### src/rtl/serial_adder_pkg.sv
// Shared types for the bit-serial adder controller.
package serial_adder_pkg;

  typedef enum logic [1:0] {
    IDLE = 2'd0,
    RUN  = 2'd1,
    FIN  = 2'd2
  } state_t;

endpackage

### src/rtl/serial_adder_ctrl_if.sv
// Request/result bundle between a requester (master) and the serial adder controller (slave).
interface serial_adder_ctrl_if #(
  parameter int WIDTH = 8
);
  logic             start;
  logic [WIDTH-1:0] a;
  logic [WIDTH-1:0] b;
  logic             ci;
  logic             busy;
  logic             done;
  logic [WIDTH-1:0] s;
  logic             co;

  modport master (output start, a, b, ci, input busy, done, s, co);
  modport slave  (input start, a, b, ci, output busy, done, s, co);
endinterface

### src/rtl/full_adder_structure.sv
// Gate-level 1-bit full adder; the shared datapath the controller sequences.
module full_adder_structure (
  input  logic a,
  input  logic b,
  input  logic ci,
  output logic s,
  output logic co
);
  logic ab_x, ab_a, cx_a;

  xor g_x0 (ab_x, a, b);
  xor g_x1 (s, ab_x, ci);
  and g_a0 (ab_a, a, b);
  and g_a1 (cx_a, ab_x, ci);
  or  g_o0 (co, ab_a, cx_a);
endmodule

### src/rtl/serial_adder_ctrl.sv
// Bit-serial WIDTH-bit adder: runs one full adder LSB-first over WIDTH cycles,
// carry held in a flop, result registered at the end with a one-cycle done pulse.
module serial_adder_ctrl #(
  parameter int WIDTH = 8
) (
  input logic               clk,
  input logic               reset_n,
  serial_adder_ctrl_if.slave bus
);
  import serial_adder_pkg::*;

  localparam int            CW   = $clog2(WIDTH);
  localparam logic [CW-1:0] LAST = CW'(WIDTH - 1);

  state_t           state_q, state_d;
  logic [WIDTH-1:0] sh_a_q, sh_a_d;
  logic [WIDTH-1:0] sh_b_q, sh_b_d;
  logic [WIDTH-1:0] sh_s_q, sh_s_d;
  logic [WIDTH-1:0] s_q, s_d;
  logic [CW-1:0]    cnt_q, cnt_d;
  logic             carry_q, carry_d;
  logic             co_q, co_d;
  logic             fa_s, fa_co;

  full_adder_structure u_fa (
    .a  (sh_a_q[0]),
    .b  (sh_b_q[0]),
    .ci (carry_q),
    .s  (fa_s),
    .co (fa_co)
  );

  always_comb begin
    // NOTE: every _d defaults to its _q first, so no path leaves a value unassigned and no latch is inferred.
    state_d = state_q;
    sh_a_d  = sh_a_q;
    sh_b_d  = sh_b_q;
    sh_s_d  = sh_s_q;
    s_d     = s_q;
    cnt_d   = cnt_q;
    carry_d = carry_q;
    co_d    = co_q;

    unique case (state_q)
      IDLE: begin
        if (bus.start) begin
          sh_a_d  = bus.a;
          sh_b_d  = bus.b;
          sh_s_d  = '0;
          carry_d = bus.ci;
          cnt_d   = '0;
          state_d = RUN;
        end
      end
      RUN: begin
        sh_a_d  = sh_a_q >> 1;
        sh_b_d  = sh_b_q >> 1;
        sh_s_d  = {fa_s, sh_s_q[WIDTH-1:1]};
        carry_d = fa_co;
        cnt_d   = cnt_q + CW'(1);
        // Final bit: publish the completed sum straight from the shift path.
        if (cnt_q == LAST) begin
          s_d     = {fa_s, sh_s_q[WIDTH-1:1]};
          co_d    = fa_co;
          state_d = FIN;
        end
      end
      FIN:     state_d = IDLE;
      default: state_d = IDLE;
    endcase
  end

  always_ff @(posedge clk or negedge reset_n) begin
    if (!reset_n) begin
      state_q <= IDLE;
      sh_a_q  <= '0;
      sh_b_q  <= '0;
      sh_s_q  <= '0;
      s_q     <= '0;
      cnt_q   <= '0;
      carry_q <= 1'b0;
      co_q    <= 1'b0;
    end else begin
      // NOTE: non-blocking assignments here so all flops update from pre-edge values.
      state_q <= state_d;
      sh_a_q  <= sh_a_d;
      sh_b_q  <= sh_b_d;
      sh_s_q  <= sh_s_d;
      s_q     <= s_d;
      cnt_q   <= cnt_d;
      carry_q <= carry_d;
      co_q    <= co_d;
    end
  end

  assign bus.busy = (state_q == RUN);
  assign bus.done = (state_q == FIN);
  assign bus.s    = s_q;
  assign bus.co   = co_q;
endmodule

### src/flat_wrapper.sv
// flat-port wrapper written by rule: the top's interface ports become plain ports
module serial_adder_ctrl_flat import serial_adder_pkg::*;
#(
  parameter int WIDTH = 8
)
  (clk, reset_n, bus_start, bus_a, bus_b, bus_ci, bus_busy, bus_done, bus_s, bus_co);
  serial_adder_ctrl_if #(.WIDTH(WIDTH)) bus_i ();
  input logic clk;
  input logic reset_n;
  input wire logic [$bits(bus_i.start)-1:0] bus_start;
  input wire logic [$bits(bus_i.a)-1:0] bus_a;
  input wire logic [$bits(bus_i.b)-1:0] bus_b;
  input wire logic [$bits(bus_i.ci)-1:0] bus_ci;
  output wire logic [$bits(bus_i.busy)-1:0] bus_busy;
  output wire logic [$bits(bus_i.done)-1:0] bus_done;
  output wire logic [$bits(bus_i.s)-1:0] bus_s;
  output wire logic [$bits(bus_i.co)-1:0] bus_co;
  assign bus_i.start = bus_start;
  assign bus_i.a = bus_a;
  assign bus_i.b = bus_b;
  assign bus_i.ci = bus_ci;
  assign bus_busy = bus_i.busy;
  assign bus_done = bus_i.done;
  assign bus_s = bus_i.s;
  assign bus_co = bus_i.co;
  serial_adder_ctrl #(.WIDTH(WIDTH)) u_core (.clk(clk), .reset_n(reset_n), .bus(bus_i));
endmodule
### config.mk
export PLATFORM = sky130hd
export DESIGN_NAME = serial_adder_ctrl_flat
export DESIGN_NICKNAME = d
export VERILOG_FILES = /design/src/rtl/serial_adder_pkg.sv /design/src/rtl/serial_adder_ctrl_if.sv /design/src/rtl/full_adder_structure.sv /design/src/rtl/serial_adder_ctrl.sv /design/src/flat_wrapper.sv
export SDC_FILE = /design/constraint.sdc
export NUM_CORES = 1
export LEC_CHECK = 0
export CORE_AREA = 8 8 81 62
export DETAILED_ROUTE_END_ITERATION = 8
export DIE_AREA = 0 0 89 70
export PLACE_DENSITY = 0.78
export SETUP_SLACK_MARGIN = 0.05
export SLEW_MARGIN = 10
export SYNTH_ARGS = -nofsm -noshare
export SYNTH_HDL_FRONTEND = slang
export SYNTH_SLANG_ARGS = --single-unit
### constraint.sdc
create_clock -name clk -period 1.9 [get_ports clk]
set_input_delay 0.475 -clock clk [delete_from_list [all_inputs] [get_ports clk]]
set_output_delay 0.475 -clock clk [all_outputs]
set_load 0.02 [all_outputs]
# After elaboration in Yosys (flattened, before gate mapping)
# Index checks and enable logic that the tools add are counted.
# totals
out_inout_bits	11
input_bits	20
elab_cells	37
reg_bits	39
# op_classes
n_bitwise	5
eq_ne	5
reduce_logical	5
mux	13
n_addsub	1
# op_table
cell	count
one-hot mux 8 bit (2 select lines)	3
two-way mux 8 bit	3
one-hot mux 3 bit (2 select lines)	1
AND reduction 2 bit	3
two-way mux 2 bit	2
one-hot mux 2 bit (2 select lines)	1
adder 3 x 1 -> 3 bit, second input constant	1
equality test 3 bit, second input constant	1
two-way mux 3 bit	1
AND 1 bit	2
equality test 2 x 1 -> 1 bit, second input constant	1
equality test 2 bit, second input constant	1
zero test 2 bit	1
inequality test 2 x 1 -> 1 bit, second input constant	1
inequality test 2 bit, second input constant	1
one-hot mux 1 bit (2 select lines)	1
nonzero test 2 bit	1
bitwise XOR 1 bit	2
two-way mux 1 bit	1
bitwise OR 1 bit	1

# Logic depth before layout (Yosys ltp)
# Gate-level depths: netlist of the first run.
# depth
depth_word	4
mapped_depth	5
ltp_nobuf	4

# Cells and area by module
# A second synthesis of the first run with hierarchy kept.
# hier_totals
hier_cells	149
hier_area_um2	1747.9
# by_module_without_submodules
module	seq_area_each_um2	n_inst	cells_each	area_each_um2
serial_adder_ctrl	950.9	1	148	1727.9
full_adder_structure	0.0	1	1	20.0

# Worst setup path after synthesis of the first run
# OpenSTA, ideal clock, no wires.
# synth_path
kind	register -> output
startpoint	register u_core.state_q[1]
endpoint	output port bus_done
path_buffers	2
t_arrival_ns	1.075
path_stages_with_launch	4
path_slack_ns	0.350
t_required_ns	1.425
path_cell_list	dfrtp_1 > buf_4 > buf_2 > nor2b_1
# synth_via
elab_chain_len	1
# synth_rtl
item	line_no	source
start: declaration	serial_adder_ctrl.sv:15	state_t state_q, state_d;
start signal: assignment	serial_adder_ctrl.sv:85	state_q <= state_d;
equality test 2 bit	serial_adder_ctrl.sv:97	assign bus.done = (state_q == FIN);
end: declaration	flat_wrapper.sv:15	output wire logic [$bits(bus_i.done)-1:0] bus_done;
# No other way between the ends.

# Worst setup path after layout of the first run
# layout_path
startpoint	register u_core.s_q[1], in the netlist u_core.bus.s[1]
endpoint	output port bus_s[1]
# layout_rtl
item	line_no	source
start: declaration	serial_adder_ctrl.sv:19	logic [WIDTH-1:0] s_q, s_d;
start signal: assignment	serial_adder_ctrl.sv:79	s_q <= '0;
start signal: assignment	serial_adder_ctrl.sv:89	s_q <= s_d;
end: declaration	flat_wrapper.sv:16	output wire logic [$bits(bus_i.s)-1:0] bus_s;
# No word-level cell between the ends.

==> flow_metrics.tcl, run 1 <==
set metrics [dict create \
    crit_slowest_cell "clkdlybuf4s50_1" \
    root_buffer "clkbuf_8" \
    worst-endpoint-required_ns 1.42 \
    hold_class "flip-flop to flip-flop" \
    whs_endpoint "u_core.sh_b_q[7]$_DFFE_PN0P_" \
    dieArea_mm2 0.00623 \
    setup-violations-final 0 \
    grt_pass1_wl_mm 6.54 \
    initial_core_util_pct 50.7 \
    max-vdd-ir-drop_mv 0.708 \
    maxSlewViolCount 0 \
    wl_mm 3.88 \
    rr_worst_depth 5 \
    via_per_inst 5.44 \
    synth_cells 138 \
    clockBufferDepth 2 \
    grt_max_degree 39 \
    holdWs_ns 0.504 \
    worstPathMaxFanout 2 \
    final_cell_mix "38 x dfrtp_1, 28 x clkdlybuf4s50_1, 13 x inv_1" \
    path_cells "clkdlybuf4s50_1" \
    status "finished clean" \
    leakage_nw 1.04 \
    yosysSeqAreaShare_pct 49.9 \
    hold_violations 0 \
    cp.arrival_ns 1.27 \
    area_delta_synth_final_pct 24.4 \
    critPathLaunch "u_core.bus.s[1]$_DFFE_PN0P_" \
    crit_family "buffers and inverters" \
    drtAntennaViolNets 0 \
    synth_edf_count 0 \
    cts.sinks 38 \
    ys_ff_latch 38 \
    p_per_area_mw_per_mm2 1590 \
    post_cts_buffers 0 \
    synth_top_family_by_area "simple AND/OR/NAND/NOR gates" \
    layout_commonest_cell "dfrtp_1" \
    synth_nets 161 \
    gp_congestion 0.806 \
    rsz0062_at_grt "no" \
    synth_mux_area_share_pct 7.62 \
    synthFlopType "dfrtp_1" \
    io_pins 31 \
    drtIter0Drc 93 \
    cts_made_buffers 5 \
    wire_per_inst_um 17.2 \
    hold_path_depth 1 \
    max_stage_delay_ns 0.61 \
    synthAdderAreaFrac_pct 2.36 \
    synth_xor_area_share_pct 0 \
    core_mm2 0.00376 \
    drive_above_1_share_pct 31.2 \
    tightest_slew_ns 0.480 \
    ys_types 29 \
    max_cap_viol_count 0 \
    grt_pass1_vias 1312 \
    holdCritStartpoint "u_core.sh_b_q[7]$_DFFE_PN0P_" \
    drt_pass1_iterations 4 \
    avgSynthCellArea_um2 13.8 \
    die_w_um 89 \
    grt_usage_pct 13.4 \
    die_h_um 70 \
    async_flop_share_pct 100 \
    regToRegStartpoint "u_core.cnt_q[0]$_DFFE_PN0P_" \
    htreeDepth 2 \
    fin_crit_sh_pct 92.1 \
    antenna_found_initial 0 \
    worstReg2RegEnd "u_core.bus.s[0]$_DFFE_PN0P_" \
    crit_type "flip-flop to output port" \
    vias 1223 \
    dpl.hpwl_mm 2.69 \
    clk_latency_ns 0.29 \
    final_cells 225 \
    synth-simple-area-share_pct 17.3 \
    end_kind "output port" \
    cts_tree "yes" \
    fin_skew_ns 0.00643 \
    dpl_cell_area_mm2 0.00226 \
    synth_warnings 0 \
    path_buf_inv 1 \
    critPathLaunchType "flip-flop" \
    layout.nets 195 \
    cts_hold_buf 0 \
    fin_area_mm2 0.00237 \
    synth_compound_area_share_pct 15.8 \
    slew_headroom_pct 68.0 \
    dpl.cell_count 217 \
    rows 19 \
    syn_area_mm2 0.00191 \
    portBuffers 30 \
    fmax_mhz 572 \
    overflow 0 \
    min_period_ns 1.75 \
    ff2ff_setup_slack_ns 0.34 \
    clkTransAtPathRegs_ns 0.08 \
    drc 0 \
    antenna_cells 0 \
    setup_tns_ns 0 \
]
## layer usage
| layer | share of wire [%] | vias up | track usage (%) |
|---|---|---|---|
| met5 | 0 | - | 0 |
| met4 | 1.6 | 0 | 6.07 |
| met3 | 3.3 | 5 | 2.80 |
| met2 | 51 | 17 | 22.1 |
| met1 | 44 | 623 | 16.3 |
| li1 | - | 578 | - |
## cell usage after synthesis, types with 3 or more instances
master / instances / area share (%)
dfrtp_1: 38 / 50
inv_1: 13 / 2.6
a211oi_2: 11 / 7.2
a22o_1: 9 / 4.1
mux2_4: 9 / 7.1
nor3b_1: 9 / 3.5
nor4b_2: 8 / 6.3
buf_4: 6 / 2.4
buf_2: 4 / 1.1
nor4b_1: 4 / 1.8
nor3b_2: 3 / 2.0
o221a_2: 3 / 1.8
or4b_1: 3 / 1.6
## kinds of logic after synthesis
| group | Yosys count |
|---|---|
| buffers and inverters | 26 |
| adders and majority gates | 3 |
| and+or+nand+nor | 32 |
| muxes | 10 |
| AOI/OAI and AO/OA | 29 |
| DFF | 38 |
## report_power, final
group          leakage (nW)  internal (W)  switching, W
registers             0.465       0.00118      0.000238
logic                 0.527      0.000882      0.000798
clock network        0.0504      0.000390      0.000291
total                  1.04       0.00245       0.00133
## how the worst max path moves through the flow
stage	end	slack, ns	cells past startpoint
6_report	bus_s[1]	0.15	1
5_1_grt	bus_busy	0.09	3
4_1_cts	bus_s[5]	0.14	1
3_5_place_dp	u_core.sh_a_q[3]$_DFFE_PN0P_	0.05	4
3_3_place_gp	u_core.sh_a_q[3]$_DFFE_PN0P_	0.10	4
2_1_floorplan	bus_done	0.35	3
## flip-flops by register name (all words and copies together), names as in the netlist
register	flops
u_core.state_q	2
u_core.cnt_q	3
u_core.bus.s	8
u_core.sh_b_q	8
u_core.sh_s_q	7
u_core.sh_a_q	8
u_core.bus.co	1
u_core.carry_q	1
## metrics by stage
step                utilization [%]  total power [W]  worst slack [ns]
detailed placement             60.1          0.00311            0.0451
finish                         63.1          0.00377             0.150
CTS                            63.1          0.00381             0.136
global placement               60.1          0.00302             0.103
floorplan                         -          0.00259             0.350
global route                   63.1          0.00401            0.0939
## repair_timing
action / in CTS / in global routing
resized for setup: 2 / 0
setup endpoints to repair: 2 / 0
hold endpoints to repair: 0 / 0
## layout make-up
class                   instances  area (um^2)
flip-flops and latches         38          951
clock buffers                   5         68.8
repair buffers                 39          365
well taps                      52         65.1
inverters                      14         52.6
fillers                       302         1390
clock inverters                 3         45.0
multi-input cells              74          822
No activity file was read; power rests on OpenSTA's default activity.
==> inputs of run 2 (changes only) <==
- CORE_AREA: 8 8 81 62 -> 2 2 75 56
- DIE_AREA: 0 0 89 70 -> 0 0 77 58
==> flow_metrics.tcl, run 2 (synthesis results as in run 1) <==
set metrics [dict create \
    initial_core_util_pct 50.7 \
    fin_crit_sh_pct 91.3 \
    hold_class "input pin to async pin" \
    grt_pass1_wl_mm 6.07 \
    min_period_ns 1.74 \
    layout_commonest_cell "dfrtp_1" \
    fin_skew_ns 0.0104 \
    rsz0062_at_grt "no" \
    via_per_inst 5.35 \
    path_buf_inv 1 \
    fin_total_pwr_w 0.00393 \
    max-vdd-ir-drop_mv 0.650 \
    grt_max_degree 39 \
    maxSlewViolCount 0 \
    path_cells "clkdlybuf4s50_1" \
    setup-violations-final 0 \
    wl_mm 3.58 \
    final_cell_mix "38 x dfrtp_1, 27 x clkdlybuf4s50_1, 13 x inv_1" \
    drtAntennaViolNets 0 \
    die_h_um 58 \
    wire_per_inst_um 15.8 \
    drc 0 \
    multi_input_area_um2 822 \
    holdWs_ns 0.217 \
    seqCellArea_um2 951 \
    die_w_um 77 \
    fill_cells 289 \
    area_delta_synth_final_pct 26.4 \
    critPathLaunchType "flip-flop" \
    gp_congestion 0.767 \
    clk_latency_ns 0.30 \
    cts_tree "yes" \
    path_depth 1 \
    cp.arrival_ns 1.26 \
    dieArea_mm2 0.00447 \
    worst-endpoint-required_ns 1.42 \
    portBuffers 30 \
    setup_tns_ns 0 \
    antenna_found_initial 0 \
    antenna_cells 0 \
    worstPathMaxFanout 2 \
    p_per_area_mw_per_mm2 1630 \
    grt_usage_pct 18.1 \
    fmax_mhz 576 \
    io_pins 31 \
    slew_headroom_pct 68.4 \
    crit_family "buffers and inverters" \
    grt_pass1_vias 1212 \
    crit_type "flip-flop to output port" \
    status "finished clean" \
    leakage_nw 1.07 \
    vias 1214 \
    post_cts_buffers 0 \
    htreeDepth 2 \
    tightest_slew_ns 0.474 \
    final_util_pct 64.1 \
    rr_worst_depth 5 \
    critPathLaunch "u_core.bus.s[2]$_DFFE_PN0P_" \
    max_stage_delay_ns 0.61 \
    root_buffer "clkbuf_8" \
    clockBufferDepth 2 \
    overflow 0 \
    drt_pass1_iterations 4 \
    core_mm2 0.00376 \
    rows 19 \
    layout.nets 197 \
    max_cap_viol_count 0 \
    regToRegStartpoint "u_core.cnt_q[0]$_DFFE_PN0P_" \
    clkTransAtPathRegs_ns 0.08 \
    end_kind "output port" \
    crit_slowest_cell "clkdlybuf4s50_1" \
    drtIter0Drc 75 \
    dpl.hpwl_mm 2.43 \
    cts.sinks 38 \
    hold_violations 0 \
    drive_above_1_share_pct 32.6 \
    cts_made_buffers 5 \
]
[run 2: cell types whose count changed in the layout (fill, tap and decap cells not counted), sizes merged]
cell	change
buf	+3
clkinvlp	-2
bufinv	+1
clkbuf	+1
clkdlybuf4s50	-1
[run 2: repair_timing]
| action | CTS | global route |
|---|---|---|
| endpoints found under the setup margin | 2 | 0 |
| resized for setup | 2 | 0 |
| hold buffers | 0 | 0 |
[run 2: layout make-up]
type                            instances  share of cell area, %
Timing Repair Buffer                   41                   15.6
Clock buffer                            6                   3.43
Clock inverter                          2                   2.49
Tap cell                               52                   2.70
Multi-Input combinational cell         74                   34.1
Sequential cell                        38                   39.5
Inverter                               14                   2.18
[run 2: worst paths after layout]
path / endpoint / slack [ns]
min: u_core.sh_b_q[3]$_DFFE_PN0P_ / 0.22
max: bus_s[2] / 0.16
max reg2reg: u_core.bus.s[1]$_DFFE_PN0P_ / 0.35
max in group asynchronous: u_core.state_q[0]$_DFFE_PN0P_ / 1.35
min reg2reg: u_core.sh_b_q[7]$_DFFE_PN0P_ / 0.50
min in group clk: u_core.sh_b_q[7]$_DFFE_PN0P_ / 0.50
[run 2: power breakdown]
part	total, W	leakage (nW)	switching, W	internal, W
registers	0.00141	0.465	0.000236	0.00118
clock network	0.000855	0.0714	0.000295	0.000560
logic	0.00166	0.537	0.000766	0.000893
[run 2: through the flow]
step | cells | cell area, um^2 | setup WS (ns)
after detailed placement | 219 | 2270 | 0.0288
after CTS | 227 | 2410 | 0.151
after global routing | 227 | 2410 | 0.102
final | 227 | 2410 | 0.165
after global placement | 219 | 2270 | 0.0863
after floorplan | 138 | 1910 | 0.350
[run 2: per-layer routing]
metal | global-route usage, % | part of all wire, % | vias to the layer above
li1 | - | - | 583
met1 | 25.8 | 49 | 606
met2 | 26.9 | 46 | 19
met3 | 4.83 | 3.5 | 6
met4 | 6.89 | 1.5 | 0
met5 | 0 | 0 | -
==> inputs of run 3 (changes only) <==
- ABC_AREA: default -> 1
- PLACE_DENSITY: 0.78 -> 0.77
- SLEW_MARGIN: 10 -> default
==> flow_metrics.tcl, run 3 <==
set metrics [dict create \
    grt_pass1_vias 1402 \
    path_buf_inv 1 \
    synth_edf_count 0 \
    avgSynthCellArea_um2 8.68 \
    htreeDepth 2 \
    fin_area_mm2 0.00229 \
    synth_cells 216 \
    leakage_nw 1.20 \
    fmax_mhz 570 \
    cp.arrival_ns 1.28 \
    yosys.area.top_type "dfrtp_1" \
    via_per_inst 4.91 \
    rsz0062_at_grt "no" \
    async_flop_share_pct 100 \
    max_stage_delay_ns 0.61 \
    antenna_found_initial 0 \
    grt_pass1_wl_mm 6.62 \
    drtIter0Drc 102 \
    fin_skew_ns 0.00873 \
    layout_commonest_cell "nand2_1" \
    dpl_cell_area_mm2 0.00218 \
    drt_pass1_iterations 4 \
    tightest_slew_ns 0.468 \
    dpl.hpwl_mm 2.45 \
    clk_latency_ns 0.30 \
    synthFlopType "dfrtp_1" \
    final_cell_mix "70 x nand2_1, 38 x dfrtp_1, 37 x inv_1" \
    status "finished clean" \
    critPathLaunchType "flip-flop" \
    crit_slowest_cell "clkdlybuf4s50_1" \
    fin_crit_sh_pct 92.4 \
    gp_congestion 0.749 \
    fill_cells 333 \
    rows 19 \
    initial_core_util_pct 49.9 \
    cts.sinks 38 \
    slew_headroom_pct 68.7 \
    io_pins 31 \
    die_w_um 77 \
    p_per_area_mw_per_mm2 1650 \
    grt_usage_pct 19.2 \
    ys_top_cells_by_area "dfrtp_1 51%, nand2_1 14%, inv_1 7.4%" \
    hold_class "input pin to async pin" \
    portBuffers 30 \
    max_cap_viol_count 0 \
    vias 1478 \
    cts_tree "yes" \
    core_mm2 0.00376 \
    layout.nets 271 \
    syn_area_mm2 0.00187 \
    max-vdd-ir-drop_mv 0.870 \
    worst-endpoint-required_ns 1.42 \
    area_delta_synth_final_pct 22.2 \
    crit_family "buffers and inverters" \
    path_cells "clkdlybuf4s50_1" \
    synth_common_cells "70 x nand2_1, 38 x dfrtp_1, 37 x inv_1" \
    cts_resized 2 \
    setup_tns_ns 0 \
    post_cts_buffers 0 \
    wire_per_inst_um 12.2 \
    synth_nets 239 \
    place_ws_ns 0.162 \
    drc 0 \
    synth_warnings 0 \
    setup_slack_ns 0.145 \
    cts_made_buffers 5 \
    drtAntennaViolNets 0 \
    setup-violations-final 0 \
    crit_type "flip-flop to output port" \
    cts_hold_buf 0 \
    final_util_pct 61.0 \
    grt_max_degree 39 \
    min_period_ns 1.75 \
    root_buffer "clkbuf_8" \
    die_h_um 58 \
    overflow 0 \
    dieArea_mm2 0.00447 \
    wl_mm 3.68 \
    post-synth-top-count-cell "nand2_1" \
    drive_above_1_share_pct 12.4 \
    clockBufferDepth 2 \
    worstPathMaxFanout 2 \
    clkTransAtPathRegs_ns 0.08 \
    ys_types 20 \
    synth_top_area_share_pct 50.7 \
    yosysSeqAreaShare_pct 50.7 \
    antenna_cells 0 \
    hold_violations 0 \
    end_kind "output port" \
    maxSlewViolCount 0 \
    ys_ff_latch 38 \
]
==> run 3: worst paths after layout <==
kind / start / endpoint / slack, ns / cells past startpoint
min: reset_n / u_core.bus.s[0]$_DFFE_PN0P_ / 0.21 / 2
max reg2reg: u_core.state_q[1]$_DFFE_PN0P_ / u_core.sh_b_q[6]$_DFFE_PN0P_ / 0.36 / 6
max: u_core.bus.s[1]$_DFFE_PN0P_ / bus_s[1] / 0.15 / 1
min reg2reg: u_core.cnt_q[1]$_DFFE_PN0P_ / u_core.cnt_q[1]$_DFFE_PN0P_ / 0.48 / 2
max in group asynchronous: reset_n / u_core.sh_s_q[5]$_DFFE_PN0P_ / 1.34 / 2
min in group clk: u_core.cnt_q[1]$_DFFE_PN0P_ / u_core.cnt_q[1]$_DFFE_PN0P_ / 0.48 / 2
==> run 3: kinds of logic (layout without fill, tap and decap cells) <==
group	count (synthesis)	count (layout)	synth area share, %
simple gates	108	108	27.5
buf+inv	47	80	12.1
flops	38	38	50.7
compound gates	20	20	7.21
fa+ha+maj	3	3	2.40
==> run 3: report_power, final <==
part | switching [W] | internal, W
sequential | 0.000219 | 0.00120
combinational | 0.00101 | 0.000693
clock | 0.000288 | 0.000367
==> run 3: layout make-up <==
class	instances	area, um^2	area share, %
Sequential cell	38	951	41.5
Multi-Input combinational cell	131	696	30.4
Timing Repair Buffer	34	323	14.1
Inverter	38	145	6.34
Clock buffer	8	110	4.81
Tap cell	52	65.1	2.84
==> run 3: per-layer routing <==
layer | global-route usage [%] | routed length, um
met1 | 26.6 | 1820
met2 | 29.3 | 1620
met3 | 6.07 | 172
met4 | 6.12 | 59
met5 | 0 | 0
==> run 3: stage by stage <==
step | power, W | hold slack [ns] | cells
2_1_floorplan | 0.00268 | 0.179 | 216
3_3_place_gp | 0.00308 | 0.458 | 293
3_5_place_dp | 0.00315 | 0.464 | 293
4_1_cts | 0.00380 | 0.234 | 301
5_1_grt | 0.00411 | 0.256 | 301
6_report | 0.00378 | 0.207 | 301
